<file path="config.mk">
export PLATFORM = sky130hd
export DESIGN_NAME = multicycle_controller
export DESIGN_NICKNAME = d
export VERILOG_FILES = /design/src/rtl/multicycle_controller.sv
export SDC_FILE = /design/constraint.sdc
export NUM_CORES = 1
export LEC_CHECK = 0
export CORE_AREA = 3 3 45 47
export CTS_BUF_LIST = sky130_fd_sc_hd__clkbuf_4 sky130_fd_sc_hd__clkbuf_8 sky130_fd_sc_hd__clkbuf_16
export DETAILED_ROUTE_END_ITERATION = 10
export DIE_AREA = 0 0 48 50
export GPL_ROUTABILITY_DRIVEN = 1
export PLACE_DENSITY = 0.84
export SETUP_SLACK_MARGIN = 0.1
export SYNTH_ARGS = -nofsm -noshare
export SYNTH_HDL_FRONTEND = slang
export SYNTH_SLANG_ARGS = --single-unit
export TNS_END_PERCENT = 100
</file>
<file path="constraint.sdc">
create_clock -name clk -period 1.7 [get_ports clk]
set_clock_uncertainty 0.05 [all_clocks]
set_input_delay 0.34 -clock clk [delete_from_list [all_inputs] [get_ports clk]]
set_output_delay 0.34 -clock clk [all_outputs]
set_load 0.01 [all_outputs]
</file>
<file path="src/rtl/multicycle_controller.sv">
// multicycle_controller
//   Control FSM for a multi-cycle RISC-V style datapath (lw, sw, R-type,
//   I-type ALU, conditional branches, jal). The outputs are decoded from the
//   current state. The exceptions are PCWrite in BRANCH, the mem_ready
//   handshake in FETCH/MEMREAD/MEMWRITE, and immSrc, which is decoded from op.
//
//   Build option: MC_MEM_WAIT_EN
//     defined   : FETCH, MEMREAD and MEMWRITE wait for mem_ready.
//     undefined : mem_ready is ignored; those states each last one cycle.
//
//   Ports
//     clk, rst_n          : clock, synchronous active-low reset
//     op, funct3          : instruction opcode / branch condition select
//     Zero, ALUR31        : ALU result flags
//     mem_ready           : memory access completion strobe
//     PCWrite, IRWrite, MemWrite, RegWrite, AdrSrc : datapath strobes/selects
//     ALUSrcA, ALUSrcB, ResultSrc, ALUOp, immSrc   : datapath selects
//     state               : current FSM state
//     illegal             : sticky flag for an unsupported opcode
//
//   state    | meaning
//   FETCH    | read instruction at PC, PC <= PC+4
//   DECODE   | read registers, compute branch/jump target
//   MEMADR   | compute load/store address
//   MEMREAD  | load data from memory
//   MEMWB    | write loaded data to rd
//   MEMWRITE | store rs2 to memory
//   EXECR    | ALU op rs1, rs2
//   EXECI    | ALU op rs1, imm
//   ALUWB    | write ALUOut to rd
//   BRANCH   | compare, PC <= target when taken
//   JAL      | PC <= target, ALUOut <= PC+4 (old PC)
//   TRAP     | unsupported opcode, held until reset

module multicycle_controller (
  input  logic       clk,
  input  logic       rst_n,
  input  logic [6:0] op,
  input  logic [2:0] funct3,
  input  logic       Zero,
  input  logic       ALUR31,
  input  logic       mem_ready,
  output logic       PCWrite,
  output logic       IRWrite,
  output logic       MemWrite,
  output logic       RegWrite,
  output logic       AdrSrc,
  output logic [1:0] ALUSrcA,
  output logic [1:0] ALUSrcB,
  output logic [1:0] ResultSrc,
  output logic [1:0] ALUOp,
  output logic [1:0] immSrc,
  output logic [3:0] state,
  output logic       illegal
);

  typedef enum logic [3:0] {
    S_FETCH    = 4'd0,
    S_DECODE   = 4'd1,
    S_MEMADR   = 4'd2,
    S_MEMREAD  = 4'd3,
    S_MEMWB    = 4'd4,
    S_MEMWRITE = 4'd5,
    S_EXECR    = 4'd6,
    S_EXECI    = 4'd7,
    S_ALUWB    = 4'd8,
    S_BRANCH   = 4'd9,
    S_JAL      = 4'd10,
    S_TRAP     = 4'd15
  } state_t;

  localparam logic [6:0] OP_LW  = 7'b0000011;
  localparam logic [6:0] OP_SW  = 7'b0100011;
  localparam logic [6:0] OP_R   = 7'b0110011;
  localparam logic [6:0] OP_I   = 7'b0010011;
  localparam logic [6:0] OP_BR  = 7'b1100011;
  localparam logic [6:0] OP_JAL = 7'b1101111;

  state_t state_q, state_d;
  logic   illegal_q, illegal_d;
  logic   mem_ok;
  logic   taken;
  logic   pcw, irw, mw, rw;

`ifdef MC_MEM_WAIT_EN
  assign mem_ok = mem_ready;
`else
  logic unused_mem_ready;
  assign unused_mem_ready = mem_ready;
  assign mem_ok = 1'b1;
`endif

  always_comb begin
    taken = 1'b0;
    case (funct3)
      3'b000:         taken = Zero;
      3'b001:         taken = ~Zero;
      3'b100, 3'b110: taken = ALUR31;
      3'b101, 3'b111: taken = ~ALUR31;
      default:        taken = 1'b0;
    endcase
  end

  always_comb begin
    immSrc = 2'b00;
    case (op)
      OP_SW:   immSrc = 2'b01;
      OP_BR:   immSrc = 2'b10;
      OP_JAL:  immSrc = 2'b11;
      default: immSrc = 2'b00;
    endcase
  end

  always_comb begin
    state_d   = state_q;
    pcw       = 1'b0;
    irw       = 1'b0;
    mw        = 1'b0;
    rw        = 1'b0;
    AdrSrc    = 1'b0;
    ALUSrcA   = 2'b00;
    ALUSrcB   = 2'b00;
    ResultSrc = 2'b00;
    ALUOp     = 2'b00;
    case (state_q)
      S_FETCH: begin
        ALUSrcB   = 2'b10;
        ResultSrc = 2'b10;
        if (mem_ok) begin
          pcw     = 1'b1;
          irw     = 1'b1;
          state_d = S_DECODE;
        end
      end
      S_DECODE: begin
        ALUSrcA = 2'b01;
        ALUSrcB = 2'b01;
        case (op)
          OP_LW, OP_SW: state_d = S_MEMADR;
          OP_R:         state_d = S_EXECR;
          OP_I:         state_d = S_EXECI;
          OP_BR:        state_d = S_BRANCH;
          OP_JAL:       state_d = S_JAL;
          default:      state_d = S_TRAP;
        endcase
      end
      S_MEMADR: begin
        ALUSrcA = 2'b10;
        ALUSrcB = 2'b01;
        state_d = (op == OP_SW) ? S_MEMWRITE : S_MEMREAD;
      end
      S_MEMREAD: begin
        AdrSrc = 1'b1;
        if (mem_ok) state_d = S_MEMWB;
      end
      S_MEMWB: begin
        ResultSrc = 2'b01;
        rw        = 1'b1;
        state_d   = S_FETCH;
      end
      S_MEMWRITE: begin
        AdrSrc = 1'b1;
        mw     = 1'b1;
        if (mem_ok) state_d = S_FETCH;
      end
      S_EXECR: begin
        ALUSrcA = 2'b10;
        ALUOp   = 2'b10;
        state_d = S_ALUWB;
      end
      S_EXECI: begin
        ALUSrcA = 2'b10;
        ALUSrcB = 2'b01;
        ALUOp   = 2'b10;
        state_d = S_ALUWB;
      end
      S_ALUWB: begin
        rw      = 1'b1;
        state_d = S_FETCH;
      end
      S_BRANCH: begin
        ALUSrcA = 2'b10;
        ALUOp   = 2'b01;
        pcw     = taken;
        state_d = S_FETCH;
      end
      S_JAL: begin
        ALUSrcA = 2'b01;
        ALUSrcB = 2'b10;
        pcw     = 1'b1;
        state_d = S_ALUWB;
      end
      S_TRAP:  state_d = S_TRAP;
      default: state_d = S_FETCH;
    endcase
  end

  // Set on the same edge that enters TRAP so the flag and state agree.
  assign illegal_d = illegal_q | (state_d == S_TRAP);

  always_ff @(posedge clk) begin
    if (!rst_n) begin
      state_q   <= S_FETCH;
      illegal_q <= 1'b0;
    end else begin
      state_q   <= state_d;
      illegal_q <= illegal_d;
    end
  end

  // Write strobes are masked while reset is held, even mid-instruction.
  assign PCWrite  = pcw & rst_n;
  assign IRWrite  = irw & rst_n;
  assign MemWrite = mw  & rst_n;
  assign RegWrite = rw  & rst_n;
  assign state    = state_q;
  assign illegal  = illegal_q;

endmodule

</file>
; ---- Yosys cells after proc, flatten, opt, wreduce, memory -nomap -nowiden
; Cells that the tools add are included.
[totals]
elab_cells = 59
out_inout_bits = 20
regBits = 5
[op_classes]
mux = 14
reduce_logical = 13
bitwise = 7
n_eq_ne = 23
[op_table]
columns = operator, count
row1 = 4-bit one-hot mux with 6 select lines, 1
row2 = 4-bit equality test (second input constant), 5
row3 = 4-bit one-hot mux with 5 select lines, 1
row4 = 4-bit by 3-bit equality test with 1-bit output (second input constant), 4
row5 = 2-bit one-hot mux with 2 select lines, 4
row6 = 2-bit OR reduction, 8
row7 = 7-bit by 6-bit equality test with 1-bit output (second input constant), 2
row8 = 7-bit equality test (second input constant), 2
row9 = 3-bit equality test (second input constant), 4
row10 = 4-bit by 2-bit equality test with 1-bit output (second input constant), 2
row11 = 7-bit by 2-bit equality test with 1-bit output (second input constant), 1
row12 = 7-bit by 5-bit equality test with 1-bit output (second input constant), 1
row13 = 2-bit one-hot mux with 3 select lines, 1
row14 = 3-bit OR reduction, 2
row15 = 1-bit AND, 4
row16 = 4-bit by 1-bit equality test with 1-bit output (second input constant), 1
row17 = 4-bit logical NOT, 1
row18 = 1-bit 2-to-1 mux, 4
row19 = 1-bit one-hot mux with 4 select lines, 1
row20 = 4-bit OR reduction, 1
row21 = 3-bit by 1-bit equality test with 1-bit output (second input constant), 1
row22 = 3-bit logical NOT, 1
row23 = 3-bit 2-to-1 mux, 1
row24 = 1-bit inverter, 2
row25 = other kinds (2), 2

; ---- Depth between registers and ports, before layout
; Gate-level depths: netlist (run 1).
[depth]
word_depth = 6
ltp_mapped = 5
depth_no_buf = 4

; ---- Worst setup path after synthesis (run 1)
; Ideal clock, no wire load.
[synth_path]
path_type = register -> output
start = register state_q[2] (netlist: state[2])
end = output port PCWrite
path_stages_with_launch = 5
path_slack_ns = 0.043
t_arrival_ns = 1.267
required_ns = 1.310
n_path_buf = 2
cell_sequence = dfxtp_1 -> buf_2 -> buf_2 -> nor3_1 -> o21a_1
[synth_via]
elab_chain_len = 4
[synth_lines]
columns = element, line_no
row1 = from (decl), 79  ; state_t state_q, state_d;
row2 = from (signal assigned), 206  ; state_q <= state_d;
row3 = 4-bit equality test / 4-bit logical NOT (equally long branches), 125  ; case (state_q)
row4 = 2-bit OR reduction (no line), --
row5 = 1-bit one-hot mux with 2 select lines *, 125
row6 = 1-bit AND *, 212  ; assign PCWrite = pcw & rst_n;
row7 = to (decl), 43  ; output logic PCWrite,
; Every way passes the cells marked *; elsewhere a longest branch is shown, timed or not.

; ---- Final worst setup path (run 1)
[layout_path]
start = register state_q[3] (netlist: state[3])
end = output port IRWrite
[layout_via]
elab_chain_len = 3
[layout_lines]
columns = element, line_no
row1 = 4-bit logical NOT, 125
row2 = 1-bit 2-to-1 mux, 125
row3 = 1-bit AND, 213  ; assign IRWrite = irw & rst_n;
row4 = to (decl), 44  ; output logic IRWrite,
; No other way between the ends.

==> flow_summary.toml, run 1 <==
[sta]
setup_viol = 2
hold_viol_final = 0
final-max-slew-violation-count = 0
rsz0062_at_grt = "true"
fin_crit_sh_pct = 102
fmax_ghz = 0.576
setup_slack_ns = -0.0358
layout_min_cycle_time_ns = 1.74
worstMarginPinSlew_ns = 0.463
max_slew_margin_pct = 68.7

[critical_path]
crit_required_ns = 1.31
path_cells = "buf_6 > or2_4 > nor4_4 > buf_2"
worstPathMaxFanout = 5
crit_arrival_ns = 1.35
startpoint_type = "flip-flop"
r2r-end = "illegal"
slowest_stage = "dfxtp_4"
r2r_cells = 6
cp-end-kind = "output pin"
path_class = "flip-flop to output pin"
cpPeakStageDelay_ns = 0.36
rr_startpoint = "state[3]"
cp_num_buf_inv = 2
r2r_setup_slack_ns = 0.05
critPathTopFamily = "simple AND/OR/NAND/NOR gates"

[floorplanning]
io_pins = 35
core.rowCount = 15
dieHeight_um = 50
floorplan.initialDensity_pct = 37.8
core_area_um2 = 1690
die-area_um2 = 2400
die_x_um = 48

[route]
antenna_left = 0
routed.top_layer = "met4"
vias_per_cell = 5.56
dr_wl_met3_um = 152
wl_met1_um = 963
dr_total_vias = 929
met2_length_um = 1200
drt_drc_violations_left = 0
finalWirelength_um = 2350
drt_iter0_drc = 14
wire_per_inst_um = 14.0
dr.pass1.iters = 4

[place]
dp_hpwl_um = 1580
postPlaceCellArea_um2 = 1130
numPortBuffers = 33
place.gp.congestion = 0.797
pre_cts_ws_ns = -0.539

[yosys]
async_flop_share_pct = 0
synth_top_cell_area_share_pct = 15.7
synth_flop_cell = "dfxtp_1"
synth_area_leader_cell = "dfxtp_1"
synth_cell_types = 39
syn-num-nets = 106
yosysWarningCount = 0
seq_area_frac_synth_pct = 15.7
avgSynthCellArea_um2 = 7.01
syn_inst = 91
synth.most_common_cell = "nor2_1"
synthTopCellsByArea = "dfxtp_1, nor2_1, xor2_1"
synth_edf_count = 0
ys_ff_latch = 5
synth_top_cells_by_count = "nor2_1, nand2_1, buf_2"
synth_area_um2 = 638

[pwr]
comb_power_share_pct = 77.9
power_density_nw_per_um2 = 1590
pwr-share-clk_pct = 8.3
max-vdd-ir-drop_v = 0.000881
p_seq_share_pct = 13.8
leakage_nw = 0.608
netSwitchingPower_uw = 910
sw_frac_of_total_pct = 45.8
intPower_mw = 1.08

[grt]
antenna_found_initial = 0
grt_overflow = 0
grt_pass1_vias = 883
track_usage_pct = 19.6
grt_pass1_wl_um = 3590
grt_max_degree = 11

[clocking]
h-tree-depth = 1
numCtsBuffers = 3
clkSlewWorstSetupHoldPaths_ns = 0.05
clk_latency_ns = 0.25
clock_path_buffers = 2
cts-root-buf = "clkbuf_4"
cts_tree = "built"
clock_sinks = 5

[run]
cap_violations = 0

[finish]
drive_gt1_share_pct = 52.0
post-route-util_pct = 73.9
stdcell_area_um2 = 1250
regArea_um2 = 115
multi_input_area_um2 = 602
layout.nets = 166
fill_cells = 118
n_antenna_cell = 0
syn_to_final_growth_pct = 95.5

[run_status]
violations = "setup timing"
status = "finished, violations left"

[hold_path]
min_path_type = "flip-flop to flip-flop"
hold-path-endpoint = "illegal"
min_from = "illegal"
min_path_cells = 2
## stage by stage
step / power [mW] / hold slack (ns) / instances / setup TNS (ns)
global placement: 1.56 / 0.397 / 156 / -3.94
CTS: 1.78 / 0.433 / 164 / -0.0758
detailed placement: 1.59 / 0.427 / 156 / -4.38
global route: 2.14 / 0.453 / 167 / -0.160
floorplan: 0.959 / 0.413 / 91 / 0
finish: 1.99 / 0.436 / 167 / -0.0640
## sequential cells by signal, summed over array words and instances, names as in the netlist
register  flops
illegal       1
state         4
## worst max path at each step
| stage | from | end | slack (ns) | cells after the start |
|---|---|---|---|---|
| final | state[3] | IRWrite | -0.04 | 4 |
| after global placement | op[4] | immSrc[1] | -0.53 | 5 |
| after CTS | funct3[1] | PCWrite | -0.07 | 6 |
| after global routing | state[3] | IRWrite | -0.09 | 4 |
| after detailed placement | funct3[0] | PCWrite | -0.54 | 6 |
| after floorplan | state[2] | ResultSrc[0] | 0.09 | 3 |
## tightest hold or removal path, delay by kind of cell (launching register included)
family	cells	cell delay (ns)
AO/OA/AOI/OAI	1	0.06
AND/OR/NAND/NOR	1	0.07
flip-flops	1	0.33
## cell usage in the layout, fill, tap and decap left out, drive strengths merged, types with 3 or more instances in the layout
master and n:
buf 44, clkbuf 9, dfxtp 5, dlygate4sd2 11
inv 3, nand2 7, nand2b 3, nor2 12
nor2b 4, nor3 4, o21ai 3, xor2 5
## metal layers
metal | vias to the layer above | track usage, %
li1 | 446 | -
met1 | 436 | 20.9
met2 | 42 | 35.5
met3 | 5 | 2.92
met4 | 0 | 8.52
met5 | - | 0
## cells by family after synthesis
kind of cell | share of synthesized area (%)
AND/OR/NAND/NOR | 44.3
AO/OA/AOI/OAI | 21.6
XOR/XNOR | 9.61
flip-flops | 15.7
buffers and inverters | 8.82
## layout make-up
cell class              instances  share of cell area, %
repair buffers                 63                   37.5
well taps                      17                   1.71
flip-flops and latches          5                   9.23
multi-input cells              75                   48.2
inverters                       3                  0.903
clock buffers                   4                   2.41
## power groups by stage
| stage | Sequential, mW | Clock [mW] | Combinational, mW |
|---|---|---|---|
| global placement | 0.229 | 0 | 1.33 |
| global route | 0.285 | 0.174 | 1.68 |
| CTS | 0.269 | 0.163 | 1.35 |
| finish | 0.274 | 0.165 | 1.55 |
| detailed placement | 0.234 | 0 | 1.36 |
| floorplan | 0.219 | 0 | 0.740 |
## what timing repair did
action / CTS / global route
pin swaps: 8 / 16
setup endpoints to repair: 21 / 15
cloned: 2 / 0
hold buffers: 0 / 0
resized for setup: 97 / 27
setup buffers: 2 / 3
Power figures use the tool's default switching activity.
==> run 2: changes to the inputs <==
--- a/config.mk
+++ b/config.mk
@@ -5,10 +5,10 @@
 export SDC_FILE = /design/constraint.sdc
 export NUM_CORES = 1
 export LEC_CHECK = 0
-export CORE_AREA = 3 3 45 47
+export CORE_AREA = 5 5 47 49
 export CTS_BUF_LIST = sky130_fd_sc_hd__clkbuf_4 sky130_fd_sc_hd__clkbuf_8 sky130_fd_sc_hd__clkbuf_16
 export DETAILED_ROUTE_END_ITERATION = 10
-export DIE_AREA = 0 0 48 50
+export DIE_AREA = 0 0 52 54
 export GPL_ROUTABILITY_DRIVEN = 1
 export PLACE_DENSITY = 0.84
 export SETUP_SLACK_MARGIN = 0.1
==> run 2 against run 1 <==
The run still ends with setup timing left. Design area grew 10%. Utilization rose by 1.6 points. Wire length grew 14%. Flip-flop and latch count unchanged. Cell count grew 10%. Highest routed layer unchanged. Hold slack got worse by 0.018 ns. Via count rose by 2.0%. Count of clock-buffer cells in the layout unchanged. Total power is 9.2% higher.
==> flow_summary.toml, run 2 (same netlist as run 1, synthesis figures left out) <==
[run_status]
status = "finished, violations left"
violations = "setup timing"

[finish]
instances_no_fill = 184
layout.nets = 173
drive_gt1_share_pct = 56.1
final_cell_mix = "buf_4, dlygate4sd2_1, nor2_1, buf_2, buf_6"
largest_reg_flops = 4
n_antenna_cell = 0
fill_cells = 131
syn_to_final_growth_pct = 115
final_common_cell = "buf_4"
post-route-util_pct = 75.5

[critical_path]
r2r_setup_slack_ns = 0.14
slowest_stage = "dfxtp_4"
cpPeakStageDelay_ns = 0.38
rr_startpoint = "state[3]"
crit_arrival_ns = 1.34
startpoint_type = "flip-flop"
crit_required_ns = 1.31
cp-end-kind = "output pin"
path_cells = "or2_4 > nor4_4 > buf_2"
r2r-end = "illegal"
worstPathMaxFanout = 8
r2r_cells = 5
path_class = "flip-flop to output pin"

[sta]
fin_crit_sh_pct = 102
rsz0062_at_grt = "true"
max_slew_margin_pct = 72.9
worstMarginPinSlew_ns = 0.402
setup_slack_ns = -0.0258
setup_viol = 2
layout_min_cycle_time_ns = 1.73
final-max-slew-violation-count = 0
hold_viol_final = 0
fmax_ghz = 0.579

[route]
dr.pass1.iters = 4
antenna_left = 0
drt_iter0_drc = 21
finalWirelength_um = 2670
vias_per_cell = 5.15
drt_drc_violations_left = 0
dr_total_vias = 948
wire_per_inst_um = 14.5

[grt]
grt_overflow = 0
grt_max_degree = 16
grt_pass1_vias = 925
grt_pass1_wl_um = 3920
antenna_found_initial = 0
track_usage_pct = 18.8

[clocking]
cts_tree = "built"
ctsHoldBuffers = 0
numCtsBuffers = 3
clkSlewWorstSetupHoldPaths_ns = 0.06
clock_path_buffers = 2
clock_sinks = 5
h-tree-depth = 1
clk_latency_ns = 0.27
cts-root-buf = "clkbuf_4"

[hold_path]
hold-path-endpoint = "illegal"
min_from = "illegal"
min_path_type = "flip-flop to flip-flop"
min_path_cells = 2

[run]
cap_violations = 0

[floorplanning]
die-area_um2 = 2810
io_pins = 35
core.rowCount = 16
core_area_um2 = 1820
dieHeight_um = 54
die_x_um = 52
floorplan.initialDensity_pct = 35.0

[pwr]
leakage_nw = 0.642
max-vdd-ir-drop_v = 0.000963
power_density_nw_per_um2 = 1580

[place]
place.gp.congestion = 0.797
placedCellCount = 173
dp_hpwl_um = 1740
numPortBuffers = 33
[run 2: per-layer routing]
| layer | global-route usage (%) | part of all wire (%) |
|---|---|---|
| met1 | 18.7 | 36 |
| met2 | 37.2 | 55 |
| met3 | 3.05 | 6.6 |
| met4 | 9.61 | 2.3 |
| met5 | 0 | 0 |
[run 2: metrics by stage]
stage | power (mW) | hold WS (ns) | worst slack [ns] | area (um2) | TNS (ns)
floorplan | 0.959 | 0.413 | 0.0876 | 654 | 0
global placement | 1.65 | 0.405 | -0.492 | 1200 | -4.22
detailed placement | 1.68 | 0.407 | -0.552 | 1200 | -5.02
CTS | 1.89 | 0.420 | 0.0162 | 1270 | 0
global route | 2.33 | 0.457 | -0.0785 | 1380 | -0.223
finish | 2.17 | 0.418 | -0.0258 | 1380 | -0.0354
[run 2: worst max path at each step]
| stage | endpoint | slack [ns] | start | cells past startpoint |
|---|---|---|---|---|
| finish | IRWrite | -0.03 | state[3] | 3 |
| global route | IRWrite | -0.08 | state[3] | 3 |
| CTS | PCWrite | 0.02 | state[1] | 5 |
| detailed placement | PCWrite | -0.55 | funct3[0] | 6 |
| global placement | PCWrite | -0.49 | funct3[0] | 6 |
| floorplan | ResultSrc[0] | 0.09 | state[2] | 3 |
[run 2: layout make-up]
type                            count  area (um2)  share of cell area, %
Tap cell                           27        33.8                   2.46
Sequential cell                     5         113                   8.19
Clock buffer                        4        30.0                   2.18
Timing Repair Buffer               70         554                   40.3
Multi-Input combinational cell     75         633                   46.0
Inverter                            3        11.3                  0.819
[run 2: worst max-delay path, delay by kind of cell (launching register included)]
family / cells / cell delay, ns
and+or+nand+nor: 2 / 0.50
DFF: 1 / 0.38
buffers and inverters: 1 / 0.18
[run 2: power breakdown]
part | switching [mW] | internal, mW
combinational | 0.817 | 0.908
sequential | 0.0867 | 0.185
clock | 0.0701 | 0.106
total | 0.974 | 1.20
[run 2: timing repair]
action                     CTS  global route
pin swaps                   15             9
buffers inserted             5             2
setup endpoints to repair   23            17
gates resized for setup    105            22
hold endpoints to repair     0             0
==> run 3: changes to the inputs <==
--- a/config.mk
+++ b/config.mk
@@ -10,7 +10,7 @@
 export DETAILED_ROUTE_END_ITERATION = 10
 export DIE_AREA = 0 0 52 54
 export GPL_ROUTABILITY_DRIVEN = 1
-export PLACE_DENSITY = 0.84
+export PLACE_DENSITY = 0.78
 export SETUP_SLACK_MARGIN = 0.1
 export SYNTH_ARGS = -nofsm -noshare
 export SYNTH_HDL_FRONTEND = slang
==> run 3 against run 2 <==
The run now ends clean. Flip-flop and latch count unchanged. Critical path depth up 2. First-iteration DRC count rose by 24%. Clock power fell by 6%. Count of clock-buffer cells in the layout stayed put. Fmax up 4.7%. Design area down 5.0%. Non-clock buffer count fell by 3. Wire length down 3.2%. Register-to-register slack worse by 0.07 ns.
==> flow_summary.toml, run 3 (same netlist as run 1, synthesis figures left out) <==
[run_status]
status = "complete, no violations"

[grt]
grt_overflow = 0
grt_pass1_vias = 907
antenna_found_initial = 0
track_usage_pct = 17.8
grt_pass1_wl_um = 3800
grt_max_degree = 16

[clocking]
ctsHoldBuffers = 0
clk_latency_ns = 0.26
clkSlewWorstSetupHoldPaths_ns = 0.05
clock_sinks = 5
clock_path_buffers = 2
h-tree-depth = 1
numCtsBuffers = 3
cts-root-buf = "clkbuf_4"
cts_tree = "built"

[pwr]
power_density_nw_per_um2 = 1550
power_mw = 2.02
leakage_nw = 0.628
max-vdd-ir-drop_v = 0.000730

[sta]
max_slew_margin_pct = 72.2
worstMarginPinSlew_ns = 0.413
setup_slack_ns = 0.0518
fin_crit_sh_pct = 97.0
setup_viol = 0
fmax_ghz = 0.607
fin_tns_setup_ns = 0
hold_viol_final = 0
rsz0062_at_grt = "true"
final-max-slew-violation-count = 0
timing.hold.ws_ns = 0.438
layout_min_cycle_time_ns = 1.65

[run]
cap_violations = 0

[route]
dr.pass1.iters = 4
vias_per_cell = 5.20
drt_iter0_drc = 26
dr_total_vias = 941
antenna_left = 0
drt_drc_violations_left = 0
finalWirelength_um = 2580
wire_per_inst_um = 14.3

[finish]
layout.nets = 170
regArea_um2 = 113
final_cell_mix = "buf_4, buf_2, nor2_1"
multi_input_area_um2 = 594
n_antenna_cell = 0
final_common_cell = "buf_4"
drive_gt1_share_pct = 50.0
fill_cells = 145
largest_reg_flops = 4
syn_to_final_growth_pct = 105

[critical_path]
startpoint_type = "flip-flop"
path_class = "flip-flop to output pin"
crit_arrival_ns = 1.26
crit_required_ns = 1.31
cp-end-kind = "output pin"
worstPathMaxFanout = 8

[place]
dp_hpwl_um = 1740
place.gp.congestion = 0.800
numPortBuffers = 33
pre_cts_ws_ns = -0.579

[hold_path]
min_path_type = "flip-flop to flip-flop"

[floorplanning]
die-area_um2 = 2810
core_area_um2 = 1820
die_x_um = 52
floorplan.initialDensity_pct = 35.0
core.rowCount = 16
io_pins = 35
dieHeight_um = 54
## run 3: changes by cell type in the layout (fill, tap and decap cells not counted), moves of 2 or more
cell and delta:
buf_6 -5, dlygate4sd2_1 -3, nand2_1 +2, nand2_2 -2, nor2b_2 -2, nor3b_2 -2
## run 3: metrics by stage
stage               util [%]  cell area, um2  instances
floorplan                  -             654         91
global placement        64.1            1170        169
detailed placement      64.1            1170        169
CTS                     67.1            1220        176
global route            71.7            1310        181
finish                  71.7            1310        181
## run 3: routing by layer
layer / vias to the layer above / global-route usage (%) / wire [um]
li1: 455 / - / -
met1: 433 / 16.9 / 947
met2: 47 / 37.7 / 1410
met3: 6 / 1.66 / 164
met4: 0 / 8.30 / 58
met5: - / 0 / 0
## run 3: worst paths after layout
check | to | from | slack [ns] | depth (start not counted)
max reg2reg | illegal | state[0] | 0.07 | 6
min reg2reg | illegal | illegal | 0.44 | 2
max | PCWrite | state[2] | 0.05 | 5
min | illegal | illegal | 0.44 | 2
## run 3: cell type report
type	instances	share of cell area (%)
clock buffer	4	2.30
inverter	3	0.862
multi-input combinational	75	45.5
sequential	5	8.62
tap	27	2.59
timing repair buffer	67	40.1
## run 3: power breakdown
group / switching, mW / internal (mW) / total [mW] / leakage [nW]
logic: 0.759 / 0.821 / 1.58 / 0.567
clock network: 0.0592 / 0.105 / 0.165 / 0.0184
registers: 0.0938 / 0.185 / 0.279 / 0.0434
total: 0.912 / 1.11 / 2.02 / 0.628
## run 3: worst max-delay path, stage by stage (launching register included)
cell,delay [ns]
dfxtp_4,0.37
buf_6,0.13
nand3b_1,0.16
nor2_1,0.11
o21a_1,0.12
buf_2,0.12
## run 3: what timing repair did
item | in CTS | in global routing
setup endpoints to repair | 21 | 18
setup buffers | 3 | 5
gates resized for setup | 97 | 23
pin swaps | 7 | 10
endpoints found under the hold margin | 0 | 0
